--- config.mk ---
export PLATFORM = sky130hd
export DESIGN_NAME = watchdog_timer
export DESIGN_NICKNAME = d
export VERILOG_FILES = /design/src/rtl/watchdog_pkg.sv /design/src/rtl/watchdog_counter.sv /design/src/rtl/watchdog_timer.sv
export SDC_FILE = /design/constraint.sdc
export NUM_CORES = 1
export LEC_CHECK = 0
export BUFFER_PORTS_ARGS = -buffer_cell sky130_fd_sc_hd__buf_2
export CAP_MARGIN = 40
export CORE_ASPECT_RATIO = 0.9
export CORE_MARGIN = 4
export CORE_UTILIZATION = 52
export CTS_CLUSTER_SIZE = 10
export DETAILED_ROUTE_END_ITERATION = 10
export PLACE_DENSITY_LB_ADDON = 0.25
export SLEW_MARGIN = 5
export SYNTH_ARGS = -nofsm -noshare
export SYNTH_HDL_FRONTEND = slang
export SYNTH_SLANG_ARGS = --single-unit
export TNS_END_PERCENT = 100
--- constraint.sdc ---
create_clock -name clk -period 1.7 [get_ports clk]
set_input_delay 0 -clock clk [delete_from_list [all_inputs] [get_ports clk]]
set_output_delay 0 -clock clk [all_outputs]
set_load 0.005 [all_outputs]
--- src/rtl/watchdog_pkg.sv ---
// Shared definitions for the watchdog timer slice.
//   state_t    : FSM state encoding (IDLE, RUN, FIRE)
//   clog2      : width helper, never returns less than 1
//   params_ok  : parameter legality check used at elaboration
package watchdog_pkg;

  typedef enum logic [1:0] {
    IDLE = 2'd0,
    RUN  = 2'd1,
    FIRE = 2'd2
  } state_t;

  function automatic int unsigned clog2(input longint unsigned n);
    int unsigned     w;
    longint unsigned v;
    w = 0;
    v = 1;
    while (v < n) begin
      v = v << 1;
      w++;
    end
    return (w == 0) ? 1 : w;
  endfunction

  // MIN_KICK only matters when the window feature is built in.
  function automatic bit params_ok(input int unsigned timeout,
                                   input int unsigned warn_at,
                                   input int unsigned pulse,
                                   input int unsigned min_kick,
                                   input bit          window);
    bit ok;
    ok = (timeout >= 4) && (timeout <= (1 << 24)) &&
         (warn_at >= 1) && (warn_at < timeout) &&
         (pulse >= 1);
    if (window)
      ok = ok && (min_kick >= 1) && (min_kick < warn_at);
    return ok;
  endfunction

endpackage

--- src/rtl/watchdog_counter.sv ---
// Parameterised up-counter with synchronous clear and increment enable.
//   clk, rst : clock, asynchronous active-high reset
//   clear    : synchronous clear (wins over inc)
//   inc      : increment by one
//   value    : current count
//   at_term  : high while value == TERM
module watchdog_counter #(
  parameter int unsigned    W    = 8,
  parameter logic [W-1:0]   TERM = '1
) (
  input  logic         clk,
  input  logic         rst,
  input  logic         clear,
  input  logic         inc,
  output logic [W-1:0] value,
  output logic         at_term
);

  always_ff @(posedge clk or posedge rst) begin
    if (rst)
      value <= '0;
    else if (clear)
      value <= '0;
    else if (inc)
      value <= value + W'(1);
  end

  assign at_term = (value == TERM);

endmodule

--- src/rtl/watchdog_timer.sv ---
// Supervisory watchdog: fires a PULSE-cycle reset_request when not kicked
// within TIMEOUT cycles while enabled.
//   clk           : system clock
//   reset_in      : asynchronous active-high reset of all state
//   enable        : arms the watchdog while high
//   kick          : single-cycle service strobe, restarts the count
//   reset_request : high for exactly PULSE cycles on expiry
//   warning       : high while armed and count >= WARN_AT
//   expired       : sticky, set on first fire, cleared only by reset_in
//   count         : live count (0 in IDLE and FIRE)
// Optional macro WATCHDOG_WINDOW_EN: kicks with count < MIN_KICK also fire.
module watchdog_timer
  import watchdog_pkg::*;
#(
  parameter int unsigned TIMEOUT  = 1000,
  parameter int unsigned WARN_AT  = 750,
  parameter int unsigned PULSE    = 4,
  parameter int unsigned MIN_KICK = 100
) (
  input  logic                              clk,
  input  logic                              reset_in,
  input  logic                              enable,
  input  logic                              kick,
  output logic                              reset_request,
  output logic                              warning,
  output logic                              expired,
  output logic [clog2(TIMEOUT + 1) - 1:0]   count
);

  localparam int unsigned CW = clog2(TIMEOUT + 1);
  localparam int unsigned PW = clog2(PULSE + 1);

`ifdef WATCHDOG_WINDOW_EN
  localparam bit WINDOW = 1'b1;
  localparam logic [CW-1:0] MIN_V = CW'(MIN_KICK);
`else
  localparam bit WINDOW = 1'b0;
`endif

  localparam logic [CW-1:0] WARN_V = CW'(WARN_AT);

  if (!params_ok(TIMEOUT, WARN_AT, PULSE, MIN_KICK, WINDOW)) begin : g_bad_params
    $error("watchdog_timer: illegal parameter combination");
  end

  state_t         state_q, state_d;
  logic           cnt_clear, cnt_inc, cnt_term;
  logic           pulse_clear, pulse_inc, pulse_term;
  logic [PW-1:0]  pulse_value;
  logic           pulse_value_unused;

  watchdog_counter #(
    .W    (CW),
    .TERM (CW'(TIMEOUT - 1))
  ) u_main_cnt (
    .clk     (clk),
    .rst     (reset_in),
    .clear   (cnt_clear),
    .inc     (cnt_inc),
    .value   (count),
    .at_term (cnt_term)
  );

  watchdog_counter #(
    .W    (PW),
    .TERM (PW'(PULSE - 1))
  ) u_pulse_cnt (
    .clk     (clk),
    .rst     (reset_in),
    .clear   (pulse_clear),
    .inc     (pulse_inc),
    .value   (pulse_value),
    .at_term (pulse_term)
  );

  // Only the pulse counter's terminal flag is used.
  assign pulse_value_unused = ^pulse_value;

  always_ff @(posedge clk or posedge reset_in) begin
    if (reset_in)
      state_q <= IDLE;
    else
      state_q <= state_d;
  end

  // Counters clear by default; they only run in the one branch that advances them.
  always_comb begin
    state_d     = state_q;
    cnt_clear   = 1'b1;
    cnt_inc     = 1'b0;
    pulse_clear = 1'b1;
    pulse_inc   = 1'b0;
    unique case (state_q)
      IDLE: begin
        if (enable)
          state_d = RUN;
      end
      RUN: begin
        if (!enable)
          state_d = IDLE;
`ifdef WATCHDOG_WINDOW_EN
        else if (kick) begin
          if (count < MIN_V)
            state_d = FIRE;
        end
`else
        else if (kick)
          state_d = RUN;
`endif
        else if (cnt_term)
          state_d = FIRE;
        else begin
          cnt_clear = 1'b0;
          cnt_inc   = 1'b1;
        end
      end
      FIRE: begin
        if (pulse_term)
          state_d = enable ? RUN : IDLE;
        else begin
          pulse_clear = 1'b0;
          pulse_inc   = 1'b1;
        end
      end
      default: state_d = IDLE;
    endcase
  end

  always_ff @(posedge clk or posedge reset_in) begin
    if (reset_in)
      expired <= 1'b0;
    else if (state_d == FIRE)
      expired <= 1'b1;
  end

  // Decoded from the registered state so reset_in clears it without a clock.
  assign reset_request = (state_q == FIRE);
  assign warning       = (state_q == RUN) && (count >= WARN_V);

endmodule

==> reports/metrics.yaml, run 1 <==
status: "finished, violations left"
violations: "negative setup slack"
cp.depth: 7
clock_path_buffers: 2
syn-num-nets: 88
grt_pass1_wl_um: 2773
synth_top_area_share_pct: 48.41
drt_first_pass_iters: 4
finalHoldViolations: 0
fin_area_um2: 998.5
diodes: 0
slowest_stage: "dfrtp_1"
first_iter_violations: 11
worstSetupStartpoint: "u_main_cnt.value[0]$_DFFE_PP0P_"
first_global_vias: 652
die_h_um: 45.84
cp_cell_sequence: "inv_1 -> ha_1 -> o211ai_1 -> a21oi_1 -> nor2_1 -> nor4bb_1 -> buf_2"
ff2ff_setup_slack_ns: 0.11
grt_max_degree: 17
post-route-drc-count: 0
hold_path.class: "primary input to flip-flop"
area_growth_pct: 20.73
grt.overflow.total: 0
routed-via-count: 682
required_ns: 1.70
synth_cell_types: 30
synth_area_leaders: "dfrtp_1 48%, ha_1 6.1%, nor2_1 5.0%"
synthCells: 80
nets: 112
crit_family: "flip-flops"
synthFlopType: "dfrtp_1"
viasPerCell: 5.456
path_max_fanout: 4
synth_largest_area_cell: "dfrtp_1"
worst_slew_pin_slew_ns: 0.5869
grt_use_total_pct: 16.86
final_util_pct: 67.46
ios: 17
row_count: 13
numCtsBuffers: 3
port_buffers: 16
slew_viol_final: 0
power_density_nw_per_um2: 668.4
syn_avg_cell_area_um2: 10.34
fin_crit_ns: 1.706
criticalPathCategory: "flip-flop to output pin"
ir_drop_v: 0.0005204
wire_per_inst_um: 13.58
dieArea_um2: 2293
finalCritPeriodShare_pct: 100.3
timing.final.ws_setup_ns: -0.005639
synth-seq-area-share_pct: 48.41
crit_path_end: "warning"
cts_tree: "done"
clk_pin_slew_worst_paths_ns: 0.09
post_cts_resized: 0
ys_warn_count: 0
fin_worst_skew_ns: 0.001900
p_leak_nw: 0.4872
insertion_delay_ns: 0.29
syn_area_um2: 827.0
start_util_pct: 55.87
worstSetupStartpointType: "flip-flop"
r2r_start: "u_main_cnt.value[1]$_DFFE_PP0P_"
die_w_um: 50.04
drv_cap: 0
rsz0062_at_grt: "true"
dpl-instance-area_um2: 934.6
drtAntennaViolNets: 0
hpwl_um: 1242
root_buffer: "clkbuf_4"
drive_above_1_share_pct: 25.24
synthArstFlopShare_pct: 100.0
antenna_found_initial: 0
synth_enable_flop_cells: 0
max_freq_mhz: 586.3
crit_arrival_ns: 1.71
end_kind: "output pin"
core_area_um2: 1480
setup_viol: 1
cts_sinks: 16
worst-path-buf-inv: 2
max_slew_margin_pct: 60.83
slowest_delay_ns: 0.42
min_from: "kick"
htreeDepth: 1
reg2reg_to: "u_main_cnt.value[3]$_DFFE_PP0P_"
routed_wl_um: 1697
r2r_cells: 5
synth-seq-cells: 16
place.gp.congestion: 0.7757
## where the power goes
part,internal [mW],leakage (nW),switching [mW]
sequential,0.383,0.216,0.00245
clock,0.131,0.0210,0.122
combinational,0.0129,0.251,0.0165
## placed cells by master, fill, tap and decap left out, types with 2 or more instances in the layout
cell type,instances
a21oi_1,5
and3_1,4
buf_2,16
clkbuf_4,3
dfrtp_1,16
dlygate4sd3_1,2
ha_1,4
inv_1,6
nand2_1,4
nand3_1,3
nor2_1,11
o211ai_1,2
o21ai_0,3
xnor2_1,3
## registers in the layout (all words and copies together), names as in the netlist
| name | flops |
|---|---|
| u_main_cnt.value | 10 |
| state_q | 2 |
| expired | 1 |
| u_pulse_cnt.value | 3 |
## logic make-up after synthesis
group / after synthesis / synth area share [%]
xor+xnor: 4 / 4.237
simple gates: 34 / 24.21
fa+ha+maj: 4 / 6.052
buf+inv: 6 / 2.723
flops: 16 / 48.41
compound gates: 16 / 14.37
## how the worst min path moves through the flow
stage / end / slack (ns) / cells past startpoint
final: state_q[0]$_DFF_PP0_ / 0.11 / 3
after global routing: state_q[0]$_DFF_PP0_ / 0.13 / 3
after CTS: state_q[0]$_DFF_PP0_ / 0.12 / 3
after detailed placement: u_pulse_cnt.value[2]$_DFFE_PP0P_ / 0.09 / 2
after global placement: u_main_cnt.value[2]$_DFFE_PP0P_ / 0.08 / 2
after floorplan: expired$_DFFE_PP0N_ / -0.09 / 1
## metrics by stage
step | TNS [ns] | hold slack (ns) | worst slack (ns) | std cells | power (mW)
detailed placement | 0 | 0.09340 | 0.1433 | 118 | 0.4174
global placement | 0 | 0.08228 | 0.2050 | 118 | 0.4164
finish | -0.005639 | 0.1144 | -0.005639 | 125 | 0.6674
global route | -0.1256 | 0.1336 | -0.1256 | 125 | 0.6982
CTS | 0 | 0.1162 | 0.01966 | 124 | 0.6676
floorplan | 0 | -0.08626 | 0.2588 | 80 | 0.4078
## worst reg2reg max path: cells and delay by family, from the launching register on
kind | cells | cell delay, ns
and+or+nand+nor | 3 | 0.50
DFF | 1 | 0.43
AOI/OAI and AO/OA | 1 | 0.29
adders and majority gates | 1 | 0.26
## Yosys cell counts (2+ instances only)
| cell | number |
|---|---|
| o21ai_0 | 3 |
| inv_1 | 6 |
| nand3_1 | 3 |
| o211ai_1 | 2 |
| nor2_1 | 11 |
| ha_1 | 4 |
| xnor2_1 | 3 |
| and3_1 | 4 |
| nand2_1 | 4 |
| dfrtp_1 | 16 |
| a21oi_1 | 5 |
## timing repair
action                                  CTS  global route
endpoints found under the hold margin    17             0
endpoints found under the setup margin    0             1
hold buffers                              2             0
buffers inserted                          0             1
## metal layers
| metal | up-vias | global-route usage [%] | part of all wire [%] |
|---|---|---|---|
| met3 | 7 | 3.279 | 5.5 |
| met2 | 22 | 28.65 | 48 |
| met5 | - | 0 | 0 |
| li1 | 333 | - | - |
| met4 | 0 | 11.60 | 3.5 |
| met1 | 320 | 19.47 | 43 |
## final cells by class
| class | instances | area [µm²] |
|---|---|---|
| Inverter | 6 | 22.52 |
| Tap cell | 22 | 27.53 |
| Multi-Input combinational cell | 58 | 404.1 |
| Fill cell | 117 | 481.7 |
| Timing Repair Buffer | 19 | 107.6 |
| Clock buffer | 4 | 36.28 |
| Sequential cell | 16 | 400.4 |
No activity file was read; power rests on OpenSTA's default activity.
==> run 2, diff against run 1 <==
==> constraint.sdc (replaced) <==
create_clock -name clk -period 1.7 [get_ports clk]
set_input_delay 0.085 -clock clk [delete_from_list [all_inputs] [get_ports clk]]
set_output_delay 0.085 -clock clk [all_outputs]
set_load 0.005 [all_outputs]
==> reports/metrics.yaml, run 2 (synthesized netlist as in run 1, its figures left out) <==
cts_tree: "done"
drtAntennaViolNets: 0
fin_area_um2: 996.0
slew_viol_final: 0
worstSetupStartpoint: "u_main_cnt.value[0]$_DFFE_PP0P_"
cp_cell_sequence: "inv_1 -> ha_1 -> o211ai_1 -> a21oi_1 -> nor2_1 -> nor4bb_1 -> buf_2"
drive_above_1_share_pct: 26.21
area_growth_pct: 20.42
finalCritPeriodShare_pct: 102.1
power.total_uw: 664.3
ir_drop_v: 0.0005189
htreeDepth: 1
dieArea_um2: 2293
clkPwrFrac_pct: 37.8
port_buffers: 16
violations: "negative setup slack"
regMostFlops: "u_main_cnt.value"
finalHoldViolations: 0
mostFrequentLayoutCells: "16 x dfrtp_1, 16 x buf_2, 11 x nor2_1"
rsz0062_at_grt: "true"
drt_first_pass_iters: 4
end_kind: "output pin"
antenna_found_initial: 0
root_buffer: "clkbuf_4"
r2r_start: "u_main_cnt.value[1]$_DFFE_PP0P_"
p_sw_share_pct: 20.95
path_max_fanout: 2
fin_worst_skew_ns: 0.001916
worst_slew_pin_slew_ns: 0.5862
diodes: 0
grt_pass1_wl_um: 2835
combPwrFrac_pct: 4.3
use_met1_pct: 19.47
routed-via-count: 674
final_util_pct: 67.29
met3_usage_pct: 3.279
nets: 112
dpl-instance-area_um2: 934.6
fin_crit_ns: 1.735
wire_per_inst_um: 13.70
first_global_vias: 645
start_util_pct: 55.87
worstSetupStartpointType: "flip-flop"
clock_path_buffers: 2
grt_max_degree: 17
max_freq_mhz: 576.4
power_density_nw_per_um2: 667.0
required_ns: 1.62
busiest_layer: "met2"
switching_power_uw: 139.2
numCtsBuffers: 3
drv_cap: 0
die_h_um: 45.84
grt.overflow.total: 0
largest_reg_flops: 10
p_leak_nw: 0.4884
viasPerCell: 5.392
ios: 17
crit_arrival_ns: 1.65
hold_path.class: "primary input to flip-flop"
min_from: "enable"
slowest_delay_ns: 0.40
slowest_stage: "dfrtp_1"
setup_viol: 1
status: "finished, violations left"
timing.final.ws_setup_ns: -0.03504
die_w_um: 50.04
post_cts_resized: 0
max_slew_margin_pct: 60.88
grt_use_met2_pct: 30.99
grt_use_total_pct: 17.29
post-route-drc-count: 0
core_area_um2: 1480
hpwl_um: 1242
row_count: 13
insertion_delay_ns: 0.29
place.gp.congestion: 0.7757
clk_pin_slew_worst_paths_ns: 0.09
routed_wl_um: 1713
first_iter_violations: 12
cts_sinks: 16
p_int_uw: 525.1
reg_top3: "u_main_cnt.value (10), u_pulse_cnt.value (3), state_q (2)"
seq_power_share_pct: 57.9
criticalPathCategory: "flip-flop to output pin"
[run 2: area by class of cell]
cell class              count  area (µm²)
well taps                  22       27.53
clock buffers               4       36.28
inverters                   6       22.52
flip-flops and latches     16       400.4
fillers                   115       484.2
multi-input cells          58       404.1
repair buffers             19       105.1
[run 2: power groups by stage]
stage / combinational (mW) / clock (mW) / sequential [mW]
final: 0.0288 / 0.251 / 0.385
after global routing: 0.0327 / 0.279 / 0.385
after CTS: 0.0282 / 0.254 / 0.385
after detailed placement: 0.0245 / 0 / 0.393
after global placement: 0.0241 / 0 / 0.392
after floorplan: 0.0155 / 0 / 0.392
[run 2: worst paths after layout]
| check | to | slack (ns) | cells past startpoint |
|---|---|---|---|
| worst max-delay path | warning | -0.04 | 7 |
| worst min-delay path | state_q[0]$_DFF_PP0_ | 0.03 | 2 |
| worst max register to register | u_main_cnt.value[7]$_DFFE_PP0P_ | 0.05 | 6 |
| worst min register to register | u_pulse_cnt.value[0]$_DFFE_PP0P_ | 0.45 | 1 |
| max in group asynchronous | u_main_cnt.value[9]$_DFFE_PP0P_ | 0.90 | 3 |
| min in group asynchronous | u_main_cnt.value[4]$_DFFE_PP0P_ | 0.42 | 3 |
[run 2: worst max-delay path, delay by kind of cell, from the launching register on]
kind / cells / cell delay (ns)
AO/OA/AOI/OAI: 2 / 0.27
adder cells (fa/ha/maj): 1 / 0.17
buffers and inverters: 2 / 0.22
flip-flops: 1 / 0.40
AND/OR/NAND/NOR: 2 / 0.30
[run 2: per-layer routing]
| layer | vias to the layer above | wire length, µm | part of all wire (%) |
|---|---|---|---|
| li1 | 330 | - | - |
| met3 | 5 | 100 | 5.8 |
| met5 | - | 0 | 0 |
| met2 | 19 | 856 | 50 |
| met1 | 320 | 719 | 42 |
| met4 | 0 | 36 | 2.1 |
[run 2: per-stage QoR]
| step | setup WS [ns] | std cells | setup TNS [ns] | hold slack (ns) |
|---|---|---|---|---|
| 2_1_floorplan | 0.2588 | 80 | 0 | -0.001261 |
| 3_3_place_gp | 0.2050 | 118 | 0 | 0.1673 |
| 3_5_place_dp | 0.1433 | 118 | 0 | 0.1784 |
| 4_1_cts | -0.01005 | 124 | -0.01005 | 0.02356 |
| 5_1_grt | -0.1578 | 125 | -0.1578 | 0.01822 |
| 6_report | -0.03504 | 125 | -0.03504 | 0.02525 |
[run 2: timing repair]
action,in CTS,in global routing
setup endpoints to repair,1,1
hold buffers,1,0
buffers inserted,1,1
hold endpoints to repair,16,0
pin swaps,2,1
